### src/rtl/router_pkt_ctrl_pkg.sv
`default_nettype none
// ============================================================================
// Module      : router_pkt_ctrl_pkg
// Description : Shared types and constants for the router packet controller.
//               Holds the 8-state FSM encoding, the Moore output bundle, and a
//               helper that decodes a state into its control outputs.
// Revision    : 1.0  initial release
// ============================================================================
package router_pkt_ctrl_pkg;

  localparam int ADDR_W = 2;   // header address field width
  localparam int LEN_W  = 6;   // header payload-length field width
  localparam int NPORT  = 3;   // output ports (fixed)

  localparam logic [ADDR_W-1:0] ADDR_INVALID = 2'b11;
  localparam logic [LEN_W-1:0]  LEN_MAX      = 6'd63;

  typedef enum logic [2:0] {
    ST_DECODE_ADDRESS     = 3'd0,
    ST_LOAD_FIRST_DATA    = 3'd1,
    ST_LOAD_DATA          = 3'd2,
    ST_LOAD_PARITY        = 3'd3,
    ST_FIFO_FULL          = 3'd4,
    ST_LOAD_AFTER_FULL    = 3'd5,
    ST_WAIT_TILL_EMPTY    = 3'd6,
    ST_CHECK_PARITY_ERROR = 3'd7
  } state_t;

  typedef struct packed {
    logic detect_add;
    logic write_enb_reg;
    logic lfd_state;
    logic ld_state;
    logic laf_state;
    logic full_state;
    logic rst_int_reg;
    logic busy;
  } ctrl_out_t;

  // Moore decode of a state into the controller outputs.
  function automatic ctrl_out_t decode_outputs(input state_t s);
    ctrl_out_t o;
    o = '0;
    case (s)
      ST_DECODE_ADDRESS: o.detect_add = 1'b1;
      ST_LOAD_FIRST_DATA: begin
        o.write_enb_reg = 1'b1;
        o.lfd_state     = 1'b1;
        o.busy          = 1'b1;
      end
      ST_LOAD_DATA: begin
        o.write_enb_reg = 1'b1;
        o.ld_state      = 1'b1;
      end
      ST_LOAD_PARITY: begin
        o.write_enb_reg = 1'b1;
        o.busy          = 1'b1;
      end
      ST_FIFO_FULL: begin
        o.full_state = 1'b1;
        o.busy       = 1'b1;
      end
      ST_LOAD_AFTER_FULL: begin
        o.write_enb_reg = 1'b1;
        o.laf_state     = 1'b1;
        o.busy          = 1'b1;
      end
      ST_WAIT_TILL_EMPTY: o.busy = 1'b1;
      ST_CHECK_PARITY_ERROR: begin
        o.rst_int_reg = 1'b1;
        o.busy        = 1'b1;
      end
      default: o = '0;
    endcase
    return o;
  endfunction

endpackage
`default_nettype wire

### src/rtl/router_pkt_ctrl_len_chk.sv
`default_nettype none
// ============================================================================
// Module      : router_pkt_ctrl_len_chk
// Description : Payload length checker. Counts payload bytes written for the
//               current packet (saturating at LEN_MAX) and compares the count
//               with the header length when the parity byte is loaded.
// Ports       : clk, rst (sync, active-low)
//               i_state        current controller state
//               i_pkt_valid    packet byte valid
//               i_fifo_full    selected FIFO full
//               i_parity_done  parity byte captured
//               i_hdr_len      header length field
//               o_len_err      registered length mismatch flag
// Revision    : 1.0  initial release
// ============================================================================
module router_pkt_ctrl_len_chk
  import router_pkt_ctrl_pkg::*;
(
  input  logic             clk,
  input  logic             rst,
  input  state_t           i_state,
  input  logic             i_pkt_valid,
  input  logic             i_fifo_full,
  input  logic             i_parity_done,
  input  logic [LEN_W-1:0] i_hdr_len,
  output logic             o_len_err
);

  logic [LEN_W-1:0] r_cnt;
  logic [LEN_W-1:0] r_hdr_len;
  logic             r_len_err;

  always_ff @(posedge clk) begin
    if (!rst) begin
      r_cnt     <= '0;
      r_hdr_len <= '0;
      r_len_err <= 1'b0;
    end else begin
      // A new header clears the previous packet's verdict.
      if (i_state == ST_DECODE_ADDRESS && i_pkt_valid) begin
        r_hdr_len <= i_hdr_len;
        r_len_err <= 1'b0;
      end
      case (i_state)
        ST_LOAD_FIRST_DATA: r_cnt <= '0;
        ST_LOAD_DATA: begin
          if (i_pkt_valid && !i_fifo_full && r_cnt != LEN_MAX)
            r_cnt <= r_cnt + LEN_W'(1);
        end
        // The byte held during the full stall is written here.
        ST_LOAD_AFTER_FULL: begin
          if (!i_parity_done && r_cnt != LEN_MAX)
            r_cnt <= r_cnt + LEN_W'(1);
        end
        ST_LOAD_PARITY: r_len_err <= (r_cnt != r_hdr_len);
        default: ;
      endcase
    end
  end

  assign o_len_err = r_len_err;

endmodule
`default_nettype wire

### src/rtl/router_pkt_ctrl.sv
`default_nettype none
// ============================================================================
// Module      : router_pkt_ctrl
// Description : Packet-level controller FSM for the 1x3 router input side.
//               Decodes the header address, waits for the target FIFO to
//               drain, sequences header/payload/parity loading, stalls on
//               FIFO full and issues the parity check.
// Config      : ROUTER_PKT_LEN_CHECK_EN enables the payload length checker;
//               when undefined o_len_err is tied low and i_hdr_len is ignored.
// Ports       : clk, rst (sync, active-low)
//               i_pkt_valid, i_din, i_hdr_len      source side
//               i_fifo_full, i_fifo_empty, i_soft_rst  sync block
//               i_parity_done, i_low_pkt_valid      register block
//               o_detect_add, o_write_enb_reg, o_lfd_state, o_ld_state,
//               o_laf_state, o_full_state, o_rst_int_reg, o_busy, o_len_err
// Revision    : 1.0  initial release
// ============================================================================
module router_pkt_ctrl
  import router_pkt_ctrl_pkg::*;
(
  input  logic              clk,
  input  logic              rst,
  input  logic              i_pkt_valid,
  input  logic [ADDR_W-1:0] i_din,
  input  logic [LEN_W-1:0]  i_hdr_len,
  input  logic              i_fifo_full,
  input  logic [NPORT-1:0]  i_fifo_empty,
  input  logic [NPORT-1:0]  i_soft_rst,
  input  logic              i_parity_done,
  input  logic              i_low_pkt_valid,
  output logic              o_detect_add,
  output logic              o_write_enb_reg,
  output logic              o_lfd_state,
  output logic              o_ld_state,
  output logic              o_laf_state,
  output logic              o_full_state,
  output logic              o_rst_int_reg,
  output logic              o_busy,
  output logic              o_len_err
);

  state_t            r_state;
  state_t            w_next;
  logic [ADDR_W-1:0] r_addr;
  ctrl_out_t         r_out;

  // Pad the per-port vectors to 4 entries so the 2-bit address (including
  // the invalid value 3) always indexes in range; entry 3 reads as 0.
  logic [3:0] w_empty_vec;
  logic [3:0] w_soft_vec;
  logic       w_soft_hit;

  assign w_empty_vec = {1'b0, i_fifo_empty};
  assign w_soft_vec  = {1'b0, i_soft_rst};
  assign w_soft_hit  = (r_addr != ADDR_INVALID) && w_soft_vec[r_addr];

  always_comb begin
    w_next = r_state;
    if (w_soft_hit) begin
      w_next = ST_DECODE_ADDRESS;
    end else begin
      case (r_state)
        ST_DECODE_ADDRESS: begin
          if (i_pkt_valid && i_din != ADDR_INVALID)
            w_next = w_empty_vec[i_din] ? ST_LOAD_FIRST_DATA : ST_WAIT_TILL_EMPTY;
        end
        ST_WAIT_TILL_EMPTY: begin
          if (w_empty_vec[r_addr]) w_next = ST_LOAD_FIRST_DATA;
        end
        ST_LOAD_FIRST_DATA: w_next = ST_LOAD_DATA;
        ST_LOAD_DATA: begin
          if (i_fifo_full)       w_next = ST_FIFO_FULL;
          else if (!i_pkt_valid) w_next = ST_LOAD_PARITY;
        end
        ST_FIFO_FULL: begin
          if (!i_fifo_full) w_next = ST_LOAD_AFTER_FULL;
        end
        ST_LOAD_AFTER_FULL: begin
          if (i_parity_done)        w_next = ST_DECODE_ADDRESS;
          else if (i_low_pkt_valid) w_next = ST_LOAD_PARITY;
          else                      w_next = ST_LOAD_DATA;
        end
        ST_LOAD_PARITY: w_next = ST_CHECK_PARITY_ERROR;
        ST_CHECK_PARITY_ERROR: begin
          w_next = i_fifo_full ? ST_FIFO_FULL : ST_DECODE_ADDRESS;
        end
        default: w_next = ST_DECODE_ADDRESS;
      endcase
    end
  end

  // Outputs are registered from the next-state decode so they always match
  // the state register without any input-to-output combinational path.
  always_ff @(posedge clk) begin
    if (!rst) begin
      r_state <= ST_DECODE_ADDRESS;
      r_addr  <= ADDR_INVALID;
      r_out   <= decode_outputs(ST_DECODE_ADDRESS);
    end else begin
      r_state <= w_next;
      r_out   <= decode_outputs(w_next);
      if (r_state == ST_DECODE_ADDRESS && i_pkt_valid)
        r_addr <= i_din;
    end
  end

  assign o_detect_add    = r_out.detect_add;
  assign o_write_enb_reg = r_out.write_enb_reg;
  assign o_lfd_state     = r_out.lfd_state;
  assign o_ld_state      = r_out.ld_state;
  assign o_laf_state     = r_out.laf_state;
  assign o_full_state    = r_out.full_state;
  assign o_rst_int_reg   = r_out.rst_int_reg;
  assign o_busy          = r_out.busy;

`ifdef ROUTER_PKT_LEN_CHECK_EN
  router_pkt_ctrl_len_chk u_len_chk (
    .clk           (clk),
    .rst           (rst),
    .i_state       (r_state),
    .i_pkt_valid   (i_pkt_valid),
    .i_fifo_full   (i_fifo_full),
    .i_parity_done (i_parity_done),
    .i_hdr_len     (i_hdr_len),
    .o_len_err     (o_len_err)
  );
`else
  logic w_unused_hdr_len;
  assign w_unused_hdr_len = ^i_hdr_len;
  assign o_len_err        = 1'b0;
`endif

endmodule
`default_nettype wire

### config.mk
export PLATFORM = sky130hd
export DESIGN_NAME = router_pkt_ctrl
export DESIGN_NICKNAME = d
export VERILOG_FILES = /design/src/rtl/router_pkt_ctrl_pkg.sv /design/src/rtl/router_pkt_ctrl_len_chk.sv /design/src/rtl/router_pkt_ctrl.sv
export SDC_FILE = /design/constraint.sdc
export NUM_CORES = 1
export LEC_CHECK = 0
export BUFFER_PORTS_ARGS = -buffer_cell sky130_fd_sc_hd__buf_2
export CAP_MARGIN = 20
export CELL_PAD_IN_SITES_DETAIL_PLACEMENT = 1
export CELL_PAD_IN_SITES_GLOBAL_PLACEMENT = 2
export CORE_MARGIN = 10
export CORE_UTILIZATION = 28
export CTS_BUF_LIST = sky130_fd_sc_hd__clkbuf_8
export DETAILED_ROUTE_END_ITERATION = 10
export HOLD_SLACK_MARGIN = 0.03
export PLACE_DENSITY = 0.91
export SLEW_MARGIN = 15
export SYNTH_ARGS = -nofsm -noshare
export SYNTH_HDL_FRONTEND = slang
export SYNTH_SLANG_ARGS = --single-unit
### constraint.sdc
create_clock -name clk -period 2.1 [get_ports clk]
set_input_delay 0.42 -clock clk [delete_from_list [all_inputs] [get_ports clk]]
set_output_delay 0.42 -clock clk [all_outputs]
set_load 0.05 [all_outputs]
==> summary.txt, run 1 <==
Run status
  – Status: complete, no violations

Global route
  – Vias in the first global route: between 700 and 800
  – GRT Util Overall: 0.0826
  – Grt total ovfl: 0
  – Antenna violations before repair: 0
  – Largest net degree at the start of global routing: 10
  – First-pass GRT wire length: 3490 microns

Power and ir drop
  – Switching power: 686 uW
  – Pwr/cell area: between 1500 and 2000 nW/um^2
  – Flop pwr share: 0.292
  – Max VDD drop: 0.830 mV
  – Gate power share: 0.558
  – Cell Int Power: just under 800 uW
  – Sw frac: 0.470
  – Leakage: 0.401 nW
  – Clock power frac: 0.150

Job
  – Max cap viols: 0

Die
  – Chip width: 71.0 microns
  – Die ar.: between 5000 and 6000 sq um
  – Initial Util: 0.294
  – Die H: ~70 microns
  – Std cell rows: 18
  – Core area: 2480 sq um
  – Top Ports: 29

CTS
  – Clk root buf: clkbuf_8
  – Clk sink count: 13
  – CTS resizes: 0
  – Clock buffer depth: 2
  – Cts bufs inserted: 3
  – H-tree Lvls: 1
  – # Post-CTS Setup Buffers: 0
  – Clk_lat worst skew: about 250 ps
  – Register clock-pin slew on the reported worst setup and hold paths: 60 ps
  – CTS tree: built
  – Hold Buf Count CTS: 0

Critical path
  – CP arrival: 1920 ps
  – CP Capture Type: flop
  – Setup CP Type: flop to flop
  – CP Data Required Time: ~2300 ps
  – Crit Reg-Reg Startpoint: r_addr[0]
  – Cell family with most CP delay: simple AND/OR/NAND/NOR gates
  – R2R Setup Slk: between 300 and 400 ps
  – Crit path launch: r_addr[0]
  – CP cell instances: mux2i_1 -> nand2b_1 -> and2_1 -> o311ai_2 -> and4_1
  – WP buf/inv: 0
  – CP peak stage delay: ~430 ps
  – CP Launch Type: flop
  – Slowest cell on the critical path: dfxtp_1
  – Crit-path max FO: 6

Cells and area
  – Regs by FF count: r_state x3, r_addr x2
  – Most frequent cells in the layout: 21 x buf_2, 13 x dfxtp_1, 7 x nor2_1
  – Post-layout util: 0.367
  – Max FFs per register: 3
  – Final nets: roughly 120
  – Ant. Diodes: 0
  – Most common cell after layout, fill and taps aside: buf_2
  – Post-Layout Inst Area: roughly 910 sq um
  – Reg with most FFs: r_state
  – Layout cell share with drive strength beyond 1: 0.366
  – Layout area overhead: 24.7%

Yosys
  – Synthesis Warnings: 0
  – Post-synthesis sequential area ratio: 0.357
  – Mapped cell area: 728 sq um
  – Distinct cell type count after synthesis: 38
  – Post-Syn Nets: a little under 100
  – Cells after Synth: 77
  – Avg Cell Area, Syn: approximately 9.5 sq um
  – Register bit total from synthesis: 13

Placed design
  – Port Buffers: 21
  – Post-DP HPWL: 1510 microns
  – Area after DPL: approximately 860 sq um
  – Routability Congestion: 0.809
  – Pre-CTS setup slack: 355 ps

STA
  – Fin crit period: around 1700 ps
  – Final Cycle Share: 0.827
  – Slew Viols, Final: 0
  – Hold Vio Cnt, Final: 0
  – Final setup fails: 0
  – RSZ-0062 raised after global routing: false
  – Fmax: 0.576 GHz
  – Setup ws final: roughly 360 ps
  – Clock Skew: approximately 5 ps
  – Setup TNS: 0 ps
  – Final hold slack: just over 400 ps

Route
  – DRT iter0 DRCs: 21
  – Routed vias/inst: roughly 5
  – Pre-antenna DRT Iters: 4
  – Routed wire length: roughly 1900 microns
  – Wire per inst: roughly 14 microns
  – DRC: 0
  – Vias: 662
  – Post-route ant nets: 0

Worst hold path
  – Worst Min Path Start: rst
  – Worst min path class: input port to flop
[layer usage]
layer,vias up,part of all wire,GRT usage
met1,305,0.43,0.0891
met3,4,0.061,0.0349
li1,334,-,-
met5,-,0,0
met4,0,0.011,0.0194
met2,19,0.50,0.145
[Yosys cell counts]
| library cell | number | area share |
|---|---|---|
| o311a_1 | 1 | 0.014 |
| dfxtp_1 | 13 | 0.36 |
| and2_1 | 2 | 0.017 |
| o2111ai_1 | 1 | 0.012 |
| buf_4 | 1 | 0.010 |
| nor3b_1 | 1 | 0.010 |
| a22oi_1 | 1 | 0.010 |
| or2_2 | 1 | 0.0086 |
| o21ai_1 | 1 | 0.0069 |
| and4_1 | 1 | 0.012 |
| o311ai_2 | 2 | 0.045 |
| nor2_1 | 7 | 0.036 |
| nand2_1 | 4 | 0.021 |
| nand3b_1 | 2 | 0.021 |
| nand3_1 | 4 | 0.027 |
| nor2b_2 | 1 | 0.012 |
| and2_2 | 1 | 0.010 |
| mux2i_1 | 4 | 0.055 |
| nand4b_1 | 2 | 0.024 |
| and3b_1 | 1 | 0.012 |
| a21oi_1 | 3 | 0.021 |
| nand2b_1 | 4 | 0.034 |
| nor2b_1 | 1 | 0.0086 |
| conb_1 | 1 | 0.0051 |
| inv_1 | 2 | 0.010 |
| o21ai_0 | 2 | 0.014 |
| nor3_1 | 1 | 0.0069 |
| o311a_4 | 1 | 0.029 |
| nor4_2 | 2 | 0.034 |
| or2_4 | 1 | 0.012 |
| and3b_4 | 1 | 0.017 |
| nor3_2 | 1 | 0.014 |
| a21o_1 | 1 | 0.010 |
| o221ai_2 | 1 | 0.021 |
| a21boi_0 | 1 | 0.010 |
| a32o_1 | 1 | 0.014 |
| nor2_2 | 1 | 0.0086 |
| nor4_1 | 1 | 0.0086 |
[per-stage QoR]
step	instances	power (mW)
after global routing	131	1.59
after detailed placement	127	1.25
final	131	1.46
after floorplan	77	1.07
after CTS	131	1.48
after global placement	127	1.23
[final timing paths]
| check | endpoint | cells after the start |
|---|---|---|
| worst max-delay path | o_ld_state | 5 |
| worst min-delay path | r_addr[0] | 2 |
| worst max register to register | o_ld_state | 5 |
| worst min register to register | r_addr[0] | 2 |
[cell families (layout without fill, tap and decap cells)]
kind of cell           count (synthesis)  in the layout  synth area share
buffers and inverters                  3             27            0.0206
muxes                                  4              4            0.0550
DFF                                   13             13             0.357
other                                  1              1           0.00515
AOI/OAI and AO/OA                     16             16             0.206
and+or+nand+nor                       40             40             0.356
[area by class of cell]
cell class	count	area, sq um
Tap cell	30	37.5
Sequential cell	13	260
Clock inverter	1	3.75
Inverter	2	7.51
Clock buffer	3	41.3
Fill cell	309	1570
Multi-Input combinational cell	61	453
Timing Repair Buffer	21	105
[power groups by stage]
stage          Clock (mW)  Combinational (mW)  Sequential (mW)
6_report            0.219               0.815            0.425
5_1_grt             0.235               0.907            0.444
3_5_place_dp            0               0.821            0.431
4_1_cts             0.226               0.828            0.427
3_3_place_gp            0               0.811            0.423
2_1_floorplan           0               0.477            0.595
No activity file was read; power rests on OpenSTA's default activity.
==> inputs of run 2 (changes only) <==
--- a/config.mk
+++ b/config.mk
@@ -5,16 +5,17 @@
 export SDC_FILE = /design/constraint.sdc
 export NUM_CORES = 1
 export LEC_CHECK = 0
+export ABC_AREA = 1
 export BUFFER_PORTS_ARGS = -buffer_cell sky130_fd_sc_hd__buf_2
 export CAP_MARGIN = 20
 export CELL_PAD_IN_SITES_DETAIL_PLACEMENT = 1
 export CELL_PAD_IN_SITES_GLOBAL_PLACEMENT = 2
 export CORE_MARGIN = 10
-export CORE_UTILIZATION = 28
+export CORE_UTILIZATION = 23
 export CTS_BUF_LIST = sky130_fd_sc_hd__clkbuf_8
 export DETAILED_ROUTE_END_ITERATION = 10
 export HOLD_SLACK_MARGIN = 0.03
-export PLACE_DENSITY = 0.91
+export PLACE_DENSITY = 0.88
 export SLEW_MARGIN = 15
 export SYNTH_ARGS = -nofsm -noshare
 export SYNTH_HDL_FRONTEND = slang
==> constraint.sdc (replaced) <==
create_clock -name clk -period 1.5 [get_ports clk]
set_input_delay 0.3 -clock clk [delete_from_list [all_inputs] [get_ports clk]]
set_output_delay 0.3 -clock clk [all_outputs]
set_load 0.05 [all_outputs]
==> summary.txt, run 2 <==
Run status
  – Status: complete, no violations

Global route
  – Largest net degree at the start of global routing: 8 (-2)
  – Met1 Resource Use GR: 0.0687 (-0.0204)
  – GRT Util Overall: 0.0687 (-0.0139)
  – First-pass GRT wire length: 3440 microns (-1.6%)
  – Met2 GRT Util: 0.134 (-0.0113)
  – Grt peak-use layer: met2
  – Antenna violations before repair: 0 (unchanged)
  – Vias in the first global route: 808 (+8.9%)
  – GR Layer Usage met3: 0.0128 (-0.0220)
  – Grt total ovfl: 0 (unchanged)

Placed design
  – Port Buffers: 21 (unchanged)
  – Routability Congestion: 0.777 (-4.0%)
  – Pre-CTS setup slack: 179 ps (-176 ps)
  – Cells after DPL: 175 (+38%)
  – Post-DP HPWL: 1630 microns (+7.6%)

Job
  – Max cap viols: 0 (unchanged)

Route
  – Wire per inst: 11.0 microns (-24%)
  – Routed vias/inst: 4.07 (-20%)
  – Routed wire length: 1970 microns (+3.9%)
  – Pre-antenna DRT Iters: 3 (-1)
  – Vias: 728 (+10%)
  – DRT iter0 DRCs: 8 (-62%)
  – Post-route ant nets: 0 (unchanged)
  – DRC: 0 (unchanged)

CTS
  – Clk_lat worst skew: 240 ps (about the same)
  – H-tree Lvls: 1 (unchanged)
  – Clk sink count: 13 (unchanged)
  – # Post-CTS Setup Buffers: 0 (unchanged)
  – CTS resizes: 0 (unchanged)
  – Cts bufs inserted: 3 (unchanged)
  – Clock buffer depth: 2 (unchanged)
  – Clk root buf: clkbuf_8
  – CTS tree: built
  – Hold Buf Count CTS: 0 (unchanged)
  – Register clock-pin slew on the reported worst setup and hold paths: 50 ps (about the same)

Die
  – Die H: 76.8 microns (+8.2%)
  – Chip width: 76.8 microns (+8.2%)
  – Top Ports: 29 (unchanged)
  – Initial Util: 0.241 (-0.0525)
  – Die ar.: 5910 sq um (+17%)
  – Core area: 3080 sq um (+24%)
  – Std cell rows: 20 (+2)

Critical path
  – Slowest cell on the critical path: dfxtp_1
  – CP Data Required Time: 1640 ps (-640 ps)
  – CP peak stage delay: 360 ps (-70 ps)
  – CP cell instances: nor2_2 -> nand2_2 -> nor2_4 -> nand2_2 -> nand3_2 -> nand3_1 -> nand2_1 -> nor2_2
  – CP arrival: 1440 ps (-480 ps)
  – Setup CP Type: flop to flop
  – CP Launch Type: flop
  – CP Capture Type: flop
  – Crit-path max FO: 5 (-1)

Yosys
  – Mapped cell area: 743 sq um (+2.1%)
  – Share of the synthesized area in the top cell type: 0.350 (-0.00722)
  – Register bit total from synthesis: 13 (unchanged)
  – Post-Syn Nets: 131 (+35%)
  – Most frequent cells after synthesis: 32 x nand2_1, 13 x dfxtp_1, 13 x inv_1
  – Cells after Synth: 111 (+44%)
  – Area contributors post-synth: dfxtp_1 35%, nand2_1 16%, nand3_1 7.4%
  – Distinct cell type count after synthesis: 18 (-53%)
  – Synth Flop Type: dfxtp_1
  – Area leader, netlist: dfxtp_1
  – Synthesis Warnings: 0 (unchanged)
  – Number of flops mapped to enable cells by yosys: 0 (unchanged)
  – Avg Cell Area, Syn: 6.70 sq um (-29%)
  – Post-synthesis sequential area ratio: 0.350 (-0.00722)
  – Top-count cell post-synth: nand2_1
  – Asr flop ratio synth: 0 (unchanged)

Cells and area
  – Footprint of the multi-input gates: 412 sq um (-9.1%)
  – Final non-filler cell total: 179 (+37%)
  – Filler cells: 411 (+33%)
  – Ant. Diodes: 0 (unchanged)
  – Max FFs per register: 3 (unchanged)
  – Regs by FF count: r_state x3, r_addr x2
  – Reg with most FFs: r_state
  – Most common cell after layout, fill and taps aside: nand2_1
  – Layout area overhead: 26.6%
  – Most frequent cells in the layout: 32 x nand2_1, 21 x buf_2, 14 x inv_1
  – Reg area: 260 sq um (unchanged)
  – Final nets: 156 (+28%)
  – Layout cell share with drive strength beyond 1: 0.363 (-0.00337)

STA
  – Fin crit period: 1300 ps (-435 ps)
  – Hold Vio Cnt, Final: 0 (unchanged)
  – RSZ-0062 raised after global routing: false
  – Final setup fails: 0 (unchanged)
  – Setup TNS: 0 ps (unchanged)
  – Clock Skew: 1.63 ps (-3.27 ps)
  – Final Cycle Share: 0.867 (+0.0406)
  – Fmax: 0.769 GHz (+33%)
  – Setup ws final: 199 ps (-165 ps)
  – Slew Viols, Final: 0 (unchanged)

Power and ir drop
  – Max VDD drop: 0.516 mV (-38%)
  – Pwr/cell area: 1950 nW/um^2 (+22%)
  – Leakage: 0.532 nW (+33%)

Worst hold path
  – Worst min path class: input port to flop
[run 2: cell count changes in the layout (fill, tap and decap cells not counted), moves of 4 or more]
cell	delta
nand2_1	+28
inv_1	+11
nand2_2	+8
nand3_1	+7
inv_2	+4
mux2i_1	-4
nand2b_1	-4
nor2_2	+4
[run 2: per-layer routing]
metal  routed length [microns]  vias to the layer above
li1                          -                      383
met1                       845                      328
met2                      1030                       13
met3                        54                        4
met4                        40                        0
met5                         0                        -
[run 2: layout make-up]
cell class / instances / share of cell area
timing repair buffer: 21 / 0.112
clock buffer: 3 / 0.0439
sequential: 13 / 0.277
multi-input combinational: 80 / 0.438
clock inverter: 1 / 0.00399
inverter: 17 / 0.0678
tap: 44 / 0.0585
[run 2: where the power goes]
| group | total, mW | internal [mW] | switching (mW) |
|---|---|---|---|
| clock | 0.306 | 0.181 | 0.125 |
| sequential | 0.512 | 0.448 | 0.0647 |
| combinational | 1.02 | 0.288 | 0.731 |
[run 2: path summary, 6_finish.rpt]
check              from              end  slack, ps  depth (start not counted)
max reg2reg  r_state[0]  o_write_enb_reg        200                          8
min            i_din[1]        r_addr[1]        330                          3
min reg2reg   r_addr[1]        r_addr[1]        600                          2
max          r_state[0]  o_write_enb_reg        200                          8
[run 2: kinds of logic (layout without fill, tap and decap cells)]
logic type,count (synthesis),count (layout),synth area share
buffers and inverters,18,42,0.0960
other,1,1,0.00505
and+or+nand+nor,74,74,0.503
AOI/OAI and AO/OA,5,5,0.0454
DFF,13,13,0.350
[run 2: through the flow]
stage | power [mW] | instance area [sq um] | hold WS [ps] | utilization
2_1_floorplan | 1.33 | 743 | 369 | -
3_3_place_gp | 1.51 | 896 | 571 | 0.291
3_5_place_dp | 1.54 | 896 | 571 | 0.291
4_1_cts | 1.87 | 941 | 337 | 0.306
5_1_grt | 2.00 | 941 | 345 | 0.306
6_report | 1.84 | 941 | 330 | 0.306
[run 2: critical path, delay by kind of cell (launching register included)]
family | cells | cell delay [ps]
flops | 1 | 360
simple gates | 8 | 840
